<file path="src/rtl/prism_in_cond_if.sv">
// Peripheral register bus shared with the PRISM controller: 6-bit address,
// 32-bit write data qualified by data_write_n, combinational read data.
interface prism_in_cond_if;
    logic [5:0]  address;
    logic [31:0] data_in;
    logic [1:0]  data_write_n;
    logic [31:0] data_out;

    modport master (
        output address,
        output data_in,
        output data_write_n,
        input  data_out
    );

    modport slave (
        input  address,
        input  data_in,
        input  data_write_n,
        output data_out
    );
endinterface

</file>
<file path="src/rtl/prism_in_cond.sv">
// Input conditioning ahead of the PRISM in_data inputs: per-bit debounce with
// programmable persistence, polarity inversion, and sticky edge flags that
// drive a maskable interrupt. Configured over the PRISM register bus.
module prism_in_cond #(
    parameter int WIDTH = 7,
    parameter int CNT_W = 8
) (
    input  logic             clk,
    input  logic             rst,
    input  logic [WIDTH-1:0] pin_in_i,
    prism_in_cond_if.slave   bus,
    output logic [WIDTH-1:0] cond_out_o,
    output logic             edge_irq_o
);

    localparam logic [5:0] ADDR_CFG   = 6'h30;
    localparam logic [5:0] ADDR_FLAGS = 6'h34;
    localparam logic [5:0] ADDR_IRQEN = 6'h38;

    // Configuration and status registers
    logic [CNT_W-1:0] flt_len_q,   flt_len_d;
    logic [WIDTH-1:0] inv_mask_q,  inv_mask_d;
    logic [WIDTH-1:0] flt_en_q,    flt_en_d;
    logic [WIDTH-1:0] rise_flag_q, rise_flag_d;
    logic [WIDTH-1:0] fall_flag_q, fall_flag_d;
    logic [WIDTH-1:0] rise_en_q,   rise_en_d;
    logic [WIDTH-1:0] fall_en_q,   fall_en_d;

    // Per-bit debounce and edge-detect state
    logic [WIDTH-1:0] stable_q, stable_d;
    logic [WIDTH-1:0] prev_q;
    logic [CNT_W-1:0] cnt_q [WIDTH];
    logic [CNT_W-1:0] cnt_d [WIDTH];

    logic             wr_en;
    logic             wr_cfg;
    logic             wr_flags;
    logic             wr_irqen;
    logic [WIDTH-1:0] rise_det;
    logic [WIDTH-1:0] fall_det;
    logic [WIDTH-1:0] flag_clr_rise;
    logic [WIDTH-1:0] flag_clr_fall;
    logic             unused_bus_bits;

    // Only a full 32-bit write (data_write_n == 2'b10) touches the registers.
    assign wr_en    = (bus.data_write_n == 2'b10);
    assign wr_cfg   = wr_en && (bus.address == ADDR_CFG);
    assign wr_flags = wr_en && (bus.address == ADDR_FLAGS);
    assign wr_irqen = wr_en && (bus.address == ADDR_IRQEN);

    assign cond_out_o = stable_q ^ inv_mask_q;
    assign rise_det   =  cond_out_o & ~prev_q;
    assign fall_det   = ~cond_out_o &  prev_q;

    assign flag_clr_rise = wr_flags ? bus.data_in[0 +: WIDTH] : '0;
    assign flag_clr_fall = wr_flags ? bus.data_in[8 +: WIDTH] : '0;

    assign edge_irq_o = |((rise_flag_q & rise_en_q) | (fall_flag_q & fall_en_q));

    // Reserved write-data bits have no home; fold them into a sink.
    assign unused_bus_bits = &{1'b0, bus.data_in};

    // Debounce next state: stable follows pin_in after N consecutive mismatches.
    // NOTE: every always_comb output gets a default first so no path leaves it unassigned (no latch).
    always_comb begin
        for (int i = 0; i < WIDTH; i++) begin
            stable_d[i] = stable_q[i];
            cnt_d[i]    = '0;
            if (pin_in_i[i] != stable_q[i]) begin
                // The >= compare lets a shrinking N take effect on the next
                // mismatch instead of letting cnt run past the new limit.
                if (!flt_en_q[i] || (flt_len_q == '0) ||
                    (cnt_q[i] >= flt_len_q - CNT_W'(1))) begin
                    stable_d[i] = pin_in_i[i];
                    cnt_d[i]    = '0;
                end else begin
                    cnt_d[i] = cnt_q[i] + CNT_W'(1);
                end
            end
        end
    end

    // Register-file next state; a detected edge overrides a same-cycle W1C clear.
    always_comb begin
        flt_len_d   = flt_len_q;
        inv_mask_d  = inv_mask_q;
        flt_en_d    = flt_en_q;
        rise_en_d   = rise_en_q;
        fall_en_d   = fall_en_q;
        if (wr_cfg) begin
            flt_len_d  = bus.data_in[CNT_W-1:0];
            inv_mask_d = bus.data_in[8  +: WIDTH];
            flt_en_d   = bus.data_in[16 +: WIDTH];
        end
        if (wr_irqen) begin
            rise_en_d = bus.data_in[0 +: WIDTH];
            fall_en_d = bus.data_in[8 +: WIDTH];
        end
        rise_flag_d = (rise_flag_q & ~flag_clr_rise) | rise_det;
        fall_flag_d = (fall_flag_q & ~flag_clr_fall) | fall_det;
    end

    // Combinational read mux; unmapped addresses and reserved bits read 0.
    always_comb begin
        bus.data_out = '0;
        case (bus.address)
            ADDR_CFG: begin
                bus.data_out[CNT_W-1:0]   = flt_len_q;
                bus.data_out[8  +: WIDTH] = inv_mask_q;
                bus.data_out[16 +: WIDTH] = flt_en_q;
            end
            ADDR_FLAGS: begin
                bus.data_out[0 +: WIDTH] = rise_flag_q;
                bus.data_out[8 +: WIDTH] = fall_flag_q;
            end
            ADDR_IRQEN: begin
                bus.data_out[0 +: WIDTH] = rise_en_q;
                bus.data_out[8 +: WIDTH] = fall_en_q;
            end
            default: bus.data_out = '0;
        endcase
    end

    // State update with synchronous reset taking priority over bus writes.
    // NOTE: sequential state uses <= so every register samples pre-edge values.
    always_ff @(posedge clk) begin
        if (rst) begin
            flt_len_q   <= '0;
            inv_mask_q  <= '0;
            flt_en_q    <= '0;
            rise_flag_q <= '0;
            fall_flag_q <= '0;
            rise_en_q   <= '0;
            fall_en_q   <= '0;
            stable_q    <= '0;
            prev_q      <= '0;
            // NOTE: the counter array is small and must restart cleanly, so it is reset like any register.
            for (int i = 0; i < WIDTH; i++) begin
                cnt_q[i] <= '0;
            end
        end else begin
            flt_len_q   <= flt_len_d;
            inv_mask_q  <= inv_mask_d;
            flt_en_q    <= flt_en_d;
            rise_flag_q <= rise_flag_d;
            fall_flag_q <= fall_flag_d;
            rise_en_q   <= rise_en_d;
            fall_en_q   <= fall_en_d;
            stable_q    <= stable_d;
            prev_q      <= cond_out_o;
            for (int i = 0; i < WIDTH; i++) begin
                cnt_q[i] <= cnt_d[i];
            end
        end
    end

endmodule

</file>
<file path="src/flat_wrapper.sv">
// flat-port wrapper written by rule: the top's interface ports become plain ports
module prism_in_cond_flat 
#(
    parameter int WIDTH = 7,
    parameter int CNT_W = 8
)
  (clk, rst, pin_in_i, cond_out_o, edge_irq_o, bus_address, bus_data_in, bus_data_write_n, bus_data_out);
  prism_in_cond_if bus_i ();
  input  logic clk;
  input  logic rst;
  input  logic [WIDTH-1:0] pin_in_i;
  output logic [WIDTH-1:0] cond_out_o;
  output logic edge_irq_o;
  input wire logic [$bits(bus_i.address)-1:0] bus_address;
  input wire logic [$bits(bus_i.data_in)-1:0] bus_data_in;
  input wire logic [$bits(bus_i.data_write_n)-1:0] bus_data_write_n;
  output wire logic [$bits(bus_i.data_out)-1:0] bus_data_out;
  assign bus_i.address = bus_address;
  assign bus_i.data_in = bus_data_in;
  assign bus_i.data_write_n = bus_data_write_n;
  assign bus_data_out = bus_i.data_out;
  prism_in_cond #(.WIDTH(WIDTH), .CNT_W(CNT_W)) u_core (.clk(clk), .rst(rst), .pin_in_i(pin_in_i), .bus(bus_i), .cond_out_o(cond_out_o), .edge_irq_o(edge_irq_o));
endmodule
</file>
<file path="config.mk">
export PLATFORM = sky130hd
export DESIGN_NAME = prism_in_cond_flat
export DESIGN_NICKNAME = d
export VERILOG_FILES = /design/src/rtl/prism_in_cond_if.sv /design/src/rtl/prism_in_cond.sv /design/src/flat_wrapper.sv
export SDC_FILE = /design/constraint.sdc
export NUM_CORES = 1
export LEC_CHECK = 0
export ABC_AREA = 1
export BUFFER_PORTS_ARGS = -buffer_cell sky130_fd_sc_hd__buf_2
export CAP_MARGIN = 20
export CORE_MARGIN = 2
export CORE_UTILIZATION = 59
export CTS_CLUSTER_DIAMETER = 80
export CTS_CLUSTER_SIZE = 25
export DETAILED_ROUTE_END_ITERATION = 8
export PLACE_DENSITY = 0.8
export SLEW_MARGIN = 10
export SYNTH_ARGS = -nofsm -noshare
export SYNTH_HDL_FRONTEND = slang
export SYNTH_SLANG_ARGS = --single-unit
export TNS_END_PERCENT = 5
</file>
<file path="constraint.sdc">
create_clock -name clk -period 3 [get_ports clk]
set_input_delay 0.75 -clock clk [delete_from_list [all_inputs] [get_ports clk]]
set_output_delay 0.75 -clock clk [all_outputs]
set_load 0.01 [all_outputs]
</file>
==> impl_metrics.py <==
metrics = {
    "grt": {
        "global_route_wire_length_before_repair_mm": 26.9,
        "vias_in_the_first_global_route": 5749,
        "final_global_route_overflow_total": 0,
        "grt_use_total": 0.265,
        "pin_count_of_the_biggest_net_entering_global_routing": 51,
        "antenna_found_initial": 0,
    },
    "logic_synthesis": {
        "synth-seq-area-share": 0.349,
        "synth_largest_area_cell": "sky130_fd_sc_hd__dfxtp_1",
        "synthesis.area_per_instance_sq_um": 7.27,
        "postSynthRegisterBits": 120,
        "post-synth-top-area-fraction": 0.349,
        "synth_enable_flop_cells": 0,
        "syn-instance-count": 947,
        "yosysWarningCount": 0,
        "synth.most_common_cell": "sky130_fd_sc_hd__nand2_1",
        "post_synth_instance_area_sq_mm": 0.00689,
        "ys_top_cells_by_area": "sky130_fd_sc_hd__dfxtp_1 35%, sky130_fd_sc_hd__nand2_1 10%, sky130_fd_sc_hd__ha_1 9.3%",
        "ys.flop_type": "sky130_fd_sc_hd__dfxtp_1",
        "synth_common_cells": "185 x sky130_fd_sc_hd__nand2_1, 137 x sky130_fd_sc_hd__nor2_1, 133 x sky130_fd_sc_hd__inv_1",
        "async_reset_ff_frac": 0,
        "yosys.cell_types.count": 33,
    },
    "placed_design": {
        "routabilityCongestion": 0.830,
        "dpl-instance-area_sq_mm": 0.00738,
        "port_buffers": 68,
        "dp.final_hpwl_mm": 11.0,
        "post-place-cells": 1150,
    },
    "clock_network": {
        "cts_tree": "done",
        "cts.htree.levels": 4,
        "clk_path_buf_depth": 2,
        "cts_root_buf": "sky130_fd_sc_hd__clkbuf_16",
        "cts_inserted_buffers": 17,
        "insertion_delay_ns": 0.41,
        "tritoncts_num_sinks": 120,
        "cts_setup_buffers": 0,
        "cts.hold.buffers_added": 0,
        "cts.clk_slew.worst_paths_ns": 0.05,
        "cts.repair.resized": 0,
    },
    "routing": {
        "firstDrtPassIters": 5,
        "sum_of_routed_wire_segments_on_met1_mm": 7.11,
        "wl_met3_um": 886,
        "routed_wl_mm": 16.1,
        "routed_via_density": 5.18,
        "drtIter0Drc": 327,
        "drt.antenna.violating_nets": 0,
        "route.vias.total": 6126,
        "avgRoutedWirePerCell_um": 13.7,
        "highest-signal-layer": "met4",
        "met2WireLength_mm": 7.77,
        "drc": 0,
    },
    "hold_path": {
        "min-delay-path-class": "reg -> reg",
    },
    "timing": {
        "setup_violators_final": 0,
        "drv_slew": 0,
        "relSlewSlack": 0.258,
        "holdWs_ns": 0.459,
        "ratio_of_final_minimum_period_to_clock_period": 0.953,
        "rsz_0062_raised_after_global_routing": "false",
        "fmax_mhz": 350,
        "timing.final.crit_period_ns": 2.86,
        "timing.final.hold_violations": 0,
        "worst_slew_pin_slew_ns": 1.11,
        "timing.setup.tns_ns": 0,
        "fin_skew_ns": 0.00573,
    },
    "power_and_ir_drop": {
        "power_leakage_nw": 3.64,
        "powerDensity_mw_per_mm2": 495,
        "vdd_drop_max_mv": 0.317,
    },
    "status": {
        "run_status": "completed",
    },
    "floorplanning": {
        "core_area_sq_mm": 0.0114,
        "fp.dieW_um": 112,
        "start_util": 0.603,
        "io_pins": 89,
        "core.rowCount": 39,
        "die_height_um": 112,
        "die_area_sq_mm": 0.0126,
    },
    "layout": {
        "total_non_filler_cell_area_in_the_finished_layout_sq_mm": 0.00800,
        "synthToLayoutAreaGrowth_pct": 16.2,
        "nNetsFinal": 1126,
        "post_layout_nonfiller_instances": 1182,
        "antenna_cells": 0,
        "drive_above_1_share": 0.160,
    },
    "critical_path": {
        "end_kind": "output port",
        "setup.worst_path.start_class": "input pin",
        "crit_fanout": 15,
        "crit_type": "in -> out",
        "timing.critical_path.required_ns": 2.25,
        "critical_path_arrival_ns": 2.11,
    },
    "job": {
        "maxCapViolCount": 0,
    },
}
[final timing paths]
check,startpoint,to,slack [ns],depth (start not counted)
min reg2reg,u_core.fall_flag_q[1],u_core.fall_flag_q[1],0.46,2
max,bus_address[1],bus_data_out[2],0.14,7
min,u_core.fall_flag_q[1],u_core.fall_flag_q[1],0.46,2
max reg2reg,u_core.flt_len_q[1],u_core.cnt_q[6][0],0.21,13
[critical path: stages]
cell and delay, ns:
sky130_fd_sc_hd__buf_2 0.09, sky130_fd_sc_hd__nor2_1 0.15, sky130_fd_sc_hd__inv_1 0.12, sky130_fd_sc_hd__nor3_4 0.19, sky130_fd_sc_hd__inv_1 0.31, sky130_fd_sc_hd__o211ai_1 0.31, sky130_fd_sc_hd__buf_2 0.18
[through the flow]
| stage | utilization | worst slack (ns) | power, mW |
|---|---|---|---|
| global placement | 0.646 | 0.183 | 1.85 |
| floorplan | - | 0.383 | 1.79 |
| detailed placement | 0.646 | 0.177 | 1.85 |
| finish | 0.701 | 0.142 | 3.96 |
| global route | 0.701 | 0.00659 | 4.08 |
| CTS | 0.701 | 0.159 | 3.97 |
[routing by layer]
layer,vias to the layer above,global-route usage
met5,-,0
met4,0,0.100
met3,32,0.0486
met2,178,0.455
met1,2770,0.334
li1,3146,-
[state kept, by name (all words and copies together), names as in the netlist]
signal              cells
u_core.flt_en_q         7
u_core.stable_q         7
u_core.fall_flag_q      7
u_core.fall_en_q        7
u_core.flt_len_q        8
u_core.rise_flag_q      7
u_core.inv_mask_q       7
u_core.prev_q           7
u_core.cnt_q           56
u_core.rise_en_q        7
[final cells by class]
| type | count | area [sq um] |
|---|---|---|
| clock buffers | 20 | 447 |
| clock inverters | 12 | 175 |
| fillers | 938 | 3420 |
| inverters | 142 | 533 |
| multi-input cells | 665 | 3820 |
| flip-flops and latches | 120 | 2400 |
| well taps | 143 | 179 |
| repair buffers | 80 | 443 |
[report_power, final]
group / leakage (nW) / internal (mW) / switching (mW)
sequential: 0.972 / 1.62 / 0.0198
clock: 0.296 / 1.41 / 0.735
combinational: 2.37 / 0.0636 / 0.116
[layout by cell type, fill, tap and decap left out, drive strengths merged, types with 4 or more instances in the layout]
cell type  instances
nand2            195
nor2             159
inv              141
dfxtp            120
buf               80
nand3             66
a21oi             53
ha                51
xor2              40
o21ai             40
clkbuf            20
xnor2             19
nand4             14
conb              10
o221ai             9
clkinv             6
bufinv             4
[cells by family (layout without fill, tap and decap cells)]
family	Yosys count	count (layout)	synth area share
flops	120	120	0.349
xor+xnor	59	59	0.0750
buf+inv	171	254	0.101
other cells	1	10	0.000544
fa+ha+maj	51	51	0.0926
simple gates	436	436	0.291
compound gates	109	109	0.0906
Note: power is estimated with default switching activity, not from simulation.
